**src/rtl/axis_packetizer_if.sv**
```systemverilog
// AXI4-Stream style beat channel shared by the packetizer's upstream and downstream sides.
// The slave side carries no last flag because packet boundaries are generated, not received.
interface axis_packetizer_if #(
  parameter int DATA_WIDTH = 32
);
  logic                  valid;
  logic                  ready;
  logic                  last;
  logic [DATA_WIDTH-1:0] data;

  modport master (output valid, data, last, input ready);
  modport slave  (input valid, data, output ready);
endinterface

```
**src/rtl/axis_packetizer.sv**
```systemverilog
// Stream packetizer: a 2-entry skid buffer that tags every PKT_BEATS-th accepted beat as last.
// Define AXIS_PACKETIZER_STATUS_EN to add the pkt_count and stall_flag status outputs.
module axis_packetizer #(
  parameter int DATA_WIDTH = 32,
  parameter int PKT_BEATS  = 1024,
  parameter int CNT_WIDTH  = 16
) (
  input  logic                 axi_clk,
  input  logic                 axi_rst,
  axis_packetizer_if.slave     s_axis,
  axis_packetizer_if.master    m_axis,
  output logic [CNT_WIDTH-1:0] beat_count
`ifdef AXIS_PACKETIZER_STATUS_EN
  ,
  output logic [31:0]          pkt_count,
  output logic                 stall_flag
`endif
);

  typedef enum logic [1:0] {EMPTY, ONE, FULL} state_t;

  localparam logic [CNT_WIDTH-1:0] LAST_IDX = CNT_WIDTH'(PKT_BEATS - 1);

  state_t                state, state_next;
  logic                  ready_q;
  logic [DATA_WIDTH-1:0] out_data, skid_data;
  logic                  out_last, skid_last;
  logic                  accept, emit, in_last;
  logic                  load_out, load_skid, out_from_skid;

  assign accept  = s_axis.valid && ready_q;
  assign emit    = m_axis.valid && m_axis.ready;
  assign in_last = (beat_count == LAST_IDX);

  assign s_axis.ready = ready_q;
  assign m_axis.valid = (state != EMPTY);
  assign m_axis.data  = out_data;
  assign m_axis.last  = out_last;

  // NOTE: every output of this block gets a default first, so no path can infer a latch.
  always_comb begin
    state_next    = state;
    load_out      = 1'b0;
    load_skid     = 1'b0;
    out_from_skid = 1'b0;
    case (state)
      EMPTY: if (accept) begin
        state_next = ONE;
        load_out   = 1'b1;
      end
      ONE: case ({accept, emit})
        2'b10: begin
          state_next = FULL;
          load_skid  = 1'b1;
        end
        2'b01:   state_next = EMPTY;
        2'b11:   load_out   = 1'b1;
        default: state_next = ONE;
      endcase
      FULL: if (emit) begin
        state_next    = ONE;
        out_from_skid = 1'b1;
      end
      default: state_next = EMPTY;
    endcase
  end

  // NOTE: sequential state uses non-blocking assignments so every register sees pre-edge values.
  always_ff @(posedge axi_clk) begin
    if (axi_rst) begin
      state      <= EMPTY;
      ready_q    <= 1'b0;
      beat_count <= '0;
      out_data   <= '0;
      out_last   <= 1'b0;
    end else begin
      state   <= state_next;
      // Ready comes from the next state so it never follows m_axis.ready combinationally.
      ready_q <= (state_next != FULL);
      if (accept) beat_count <= in_last ? '0 : beat_count + 1'b1;
      if (load_out) begin
        out_data <= s_axis.data;
        out_last <= in_last;
      end else if (out_from_skid) begin
        out_data <= skid_data;
        out_last <= skid_last;
      end
    end
  end

  // NOTE: skid storage is not reset; the state register alone says whether it holds a beat.
  always_ff @(posedge axi_clk) begin
    if (load_skid) begin
      skid_data <= s_axis.data;
      skid_last <= in_last;
    end
  end

`ifdef AXIS_PACKETIZER_STATUS_EN
  always_ff @(posedge axi_clk) begin
    if (axi_rst) begin
      pkt_count  <= '0;
      stall_flag <= 1'b0;
    end else begin
      if (emit && out_last) pkt_count <= pkt_count + 32'd1;
      if (m_axis.valid && !m_axis.ready) stall_flag <= 1'b1;
    end
  end
`endif

endmodule

```
**src/flat_wrapper.sv**
```systemverilog
// flat-port wrapper written by rule: the top's interface ports become plain ports
module axis_packetizer_flat 
#(
  parameter int DATA_WIDTH = 32,
  parameter int PKT_BEATS  = 1024,
  parameter int CNT_WIDTH  = 16
)
  (axi_clk, axi_rst, beat_count, s_axis_valid, s_axis_data, s_axis_ready, m_axis_valid, m_axis_data, m_axis_last, m_axis_ready);
  axis_packetizer_if #(.DATA_WIDTH(DATA_WIDTH)) s_axis_i ();
  axis_packetizer_if #(.DATA_WIDTH(DATA_WIDTH)) m_axis_i ();
  input  logic axi_clk;
  input  logic axi_rst;
  output logic [CNT_WIDTH-1:0] beat_count;
  input wire logic [$bits(s_axis_i.valid)-1:0] s_axis_valid;
  input wire logic [$bits(s_axis_i.data)-1:0] s_axis_data;
  output wire logic [$bits(s_axis_i.ready)-1:0] s_axis_ready;
  output wire logic [$bits(m_axis_i.valid)-1:0] m_axis_valid;
  output wire logic [$bits(m_axis_i.data)-1:0] m_axis_data;
  output wire logic [$bits(m_axis_i.last)-1:0] m_axis_last;
  input wire logic [$bits(m_axis_i.ready)-1:0] m_axis_ready;
  assign s_axis_i.valid = s_axis_valid;
  assign s_axis_i.data = s_axis_data;
  assign s_axis_ready = s_axis_i.ready;
  assign m_axis_valid = m_axis_i.valid;
  assign m_axis_data = m_axis_i.data;
  assign m_axis_last = m_axis_i.last;
  assign m_axis_i.ready = m_axis_ready;
  axis_packetizer #(.DATA_WIDTH(DATA_WIDTH), .PKT_BEATS(PKT_BEATS), .CNT_WIDTH(CNT_WIDTH)) u_core (.axi_clk(axi_clk), .axi_rst(axi_rst), .s_axis(s_axis_i), .m_axis(m_axis_i), .beat_count(beat_count));
endmodule
```
**config.mk**
```make
export PLATFORM = sky130hd
export DESIGN_NAME = axis_packetizer_flat
export DESIGN_NICKNAME = d
export VERILOG_FILES = /design/src/rtl/axis_packetizer_if.sv /design/src/rtl/axis_packetizer.sv /design/src/flat_wrapper.sv
export SDC_FILE = /design/constraint.sdc
export NUM_CORES = 1
export LEC_CHECK = 0
export CORE_MARGIN = 2
export CORE_UTILIZATION = 48
export CTS_CLUSTER_DIAMETER = 200
export DETAILED_ROUTE_END_ITERATION = 10
export GPL_ROUTABILITY_DRIVEN = 0
export GPL_TIMING_DRIVEN = 0
export HOLD_SLACK_MARGIN = 0.1
export PLACE_DENSITY = 0.79
export SETUP_SLACK_MARGIN = 0.1
export SYNTH_ARGS = -nofsm -noshare
export SYNTH_HDL_FRONTEND = slang
export SYNTH_SLANG_ARGS = --single-unit
```
**constraint.sdc**
```tcl
create_clock -name axi_clk -period 4.5 [get_ports axi_clk]
set_clock_uncertainty 0.05 [all_clocks]
set_input_delay 0.45 -clock axi_clk [delete_from_list [all_inputs] [get_ports axi_clk]]
set_output_delay 0.45 -clock axi_clk [all_outputs]
set_load 0.02 [all_outputs]
```
==> metrics <==
GRT Total Usage 21.6%; Worst Setup End Kind flop; via/cell ratio 5.50; Startpoint Class primary input; most used flip-flop cell after synthesis dfxtp_1; RSZ-0062 raised after global routing no; fin nets 434; top-area cell type share of the netlist area 32.1%; P_leak 1.48 nW; core box area 6460 sq um; Hold Path Origin u_core.m_axis.data[12]$_SDFFE_PP0P_; r2r worst-path depth 5; antenna fix cells 0; P&R area growth vs syn 37.2%; H-tree lvl count 3; Worst-Margin Slew between 0.5 and 0.6 ns; final std cells w/o fill 479; Ports 87; Inserted Clock Buffers 9; final WL 7.46 mm; worst path arrival time ~2.4 ns; Hold WS 0.407 ns; Die H 86.2 um; syn_area_per_cell 10.9 sq um; Max FO, Critical Path 12; RR Endpoint u_core.skid_data[8]$_DFFE_PP_; Area after DPL 4230 sq um; drt pass-1 iters 5; Hold/Removal Path Class flop to flop; Post-Synth Simple-Gate Area ~15%; Post-synth EDFFs 33; top cells by area, synth dfxtp_1 32%, edfxtp_1 31%, a22oi_1 7.4%; sequential share of the synthesized area a little over three fifths; die area 7440 sq um; Slew HR 63.8%; post-synthesis mux area share 0.617%; minimum clock period 2.41 ns; Tot Pwr 0.00158 W; Post-Place Cells approximately 460; row count 29; maximum root-to-sink buffer count 2; Die Span X 86.2 um; post-CTS sizing 0; Synth Register Bits 85; First DRT Iteration DRCs 178; layout cell share with drive strength beyond 1 7.21%; Syn Nets 335; Yosys cell types 35; maximum number of pins on one net before global-route repair 16; largest family of logic cells by synthesized area compound AO/OA/AOI/OAI gates; YS warnings 0; clock sinks 85; Pins Over Slew Limit 0; Max-cap violations 0; reg2reg setup slack 2.32 ns; start of the worst register-to-register path u_core.s_axis.ready$_SDFF_PP0_; xor and xnor area share after synthesis between 2 and 3%; most common cell after layout, fill and taps aside clkdlybuf4s50_1; most frequent cells in the layout 85 x clkdlybuf4s50_1, 52 x dfxtp_1, 41 x nand2_1; global-route wire length before repair 12.6 mm; number of global-route vias before repair approximately 2.7k; fin area around 4500 sq um; Post-CTS Setup Inserts 0; Final Hold Fails 0; Initial Util between 50% and 60%; detailed-route via count 2634; Root Buffer clkbuf_8; Yosys top cell by area dfxtp_1; Post-Synth Adder-Cell Area 0.386%; Cells after Synth 298; DRC Markers 0; CTS tree yes; initial antenna violation count 0; status finished clean; Achievable Freq 415 MHz; Crit path required time 4.52 ns; DR WL/cell approximately 16 um; Period Utilization, post-route 53.5%; port bufs 85; WS Path Type primary input to flop; CTS hold repair buffers 0; setup violators final 0; crit path from s_axis_valid; worst skew pair latency 0.35 ns; Synth Area in Compound Gates 15.6%; ys async rst share 0%; power density cells ~360 nW/um^2; Reg clk slew, reported paths around 0.080 ns; Routed Antenna Nets 0; Mapped Area 3250 sq um; post-DP HPWL 5.17 mm; GR Overflow Total 0; maximum VDD drop 0.238 mV; crit path to u_core.skid_data[8]$_DFFE_PP_
==> final cells by class <==
class / instances / area [sq um]
fillers: 476 / 2000
repair buffers: 88 / 885
clock inverters: 7 / 98.8
flip-flops and latches: 85 / 2030
clock buffers: 9 / 124
inverters: 3 / 11.3
well taps: 77 / 96.3
multi-input cells: 190 / 1120
plain buffers: 20 / 87.6
==> cell usage after synthesis (all sizes together), types with 5 or more instances <==
cell and count:
nand4 6, edfxtp 33, clkbuf 15, xnor2 8, dfxtp 52, nor4 6
nor3 6, buf 5, nand3 8, nor2 16, nand2 41, a21oi 39
a22oi 32
==> routing by layer <==
layer	up-vias	GRT usage [%]	wire length [um]
met3	4	5.52	496
met2	99	34.9	3620
met4	0	6.25	41
met5	-	0	0
met1	1237	28.9	3300
li1	1294	-	-
==> per-stage QoR <==
stage	setup slack [ns]	setup TNS, ns	utilization [%]
after CTS	2.14	0	69.0
after global placement	-0.891	-29.37	64.9
after detailed placement	1.77	0	65.5
after global routing	2.00	0	69.0
final	2.09	0	69.0
after floorplan	0.751	0	-
==> logic make-up (layout without fill, tap and decap cells) <==
family / count (synthesis) / after routing
buffers and inverters: 23 / 127
xor gates and xnor gates: 11 / 11
adders and majority gates: 1 / 1
and+or+nand+nor: 97 / 97
muxes: 2 / 2
DFF: 85 / 85
AOI/OAI and AO/OA: 79 / 79
==> where the power goes <==
group / leakage [nW] / internal, W / switching [W]
combinational: 0.638 / 0.0000778 / 0.0000784
clock: 0.115 / 0.000316 / 0.000278
sequential: 0.723 / 0.000819 / 0.0000125
==> worst min path at each step <==
stage                                                endpoint  slack (ns)  depth (start not counted)
after floorplan            u_core.m_axis.data[0]$_SDFFE_PP0P_        0.44                          2
after global placement     u_core.m_axis.data[5]$_SDFFE_PP0P_        0.39                          2
after detailed placement  u_core.m_axis.data[11]$_SDFFE_PP0P_        0.40                          2
after CTS                 u_core.m_axis.data[11]$_SDFFE_PP0P_        0.41                          2
after global routing      u_core.m_axis.data[30]$_SDFFE_PP0P_        0.43                          2
final                     u_core.m_axis.data[12]$_SDFFE_PP0P_        0.41                          2
==> registers in the layout, indices dropped and copies added (netlist names) <==
register,cells
u_core.beat_count,16
u_core.m_axis.data,32
u_core.m_axis.last,1
u_core.s_axis.ready,1
u_core.skid_data,32
u_core.skid_last,1
u_core.state,2
==> worst max-delay path, cell delays in order <==
cell and delay (ns):
clkdlybuf4s50_1 0.62, nand2_1 0.18, clkbuf_1 0.29, nor3_2 0.49
buf_6 0.24, buf_6 0.15
Note: power is estimated with default switching activity, not from simulation.
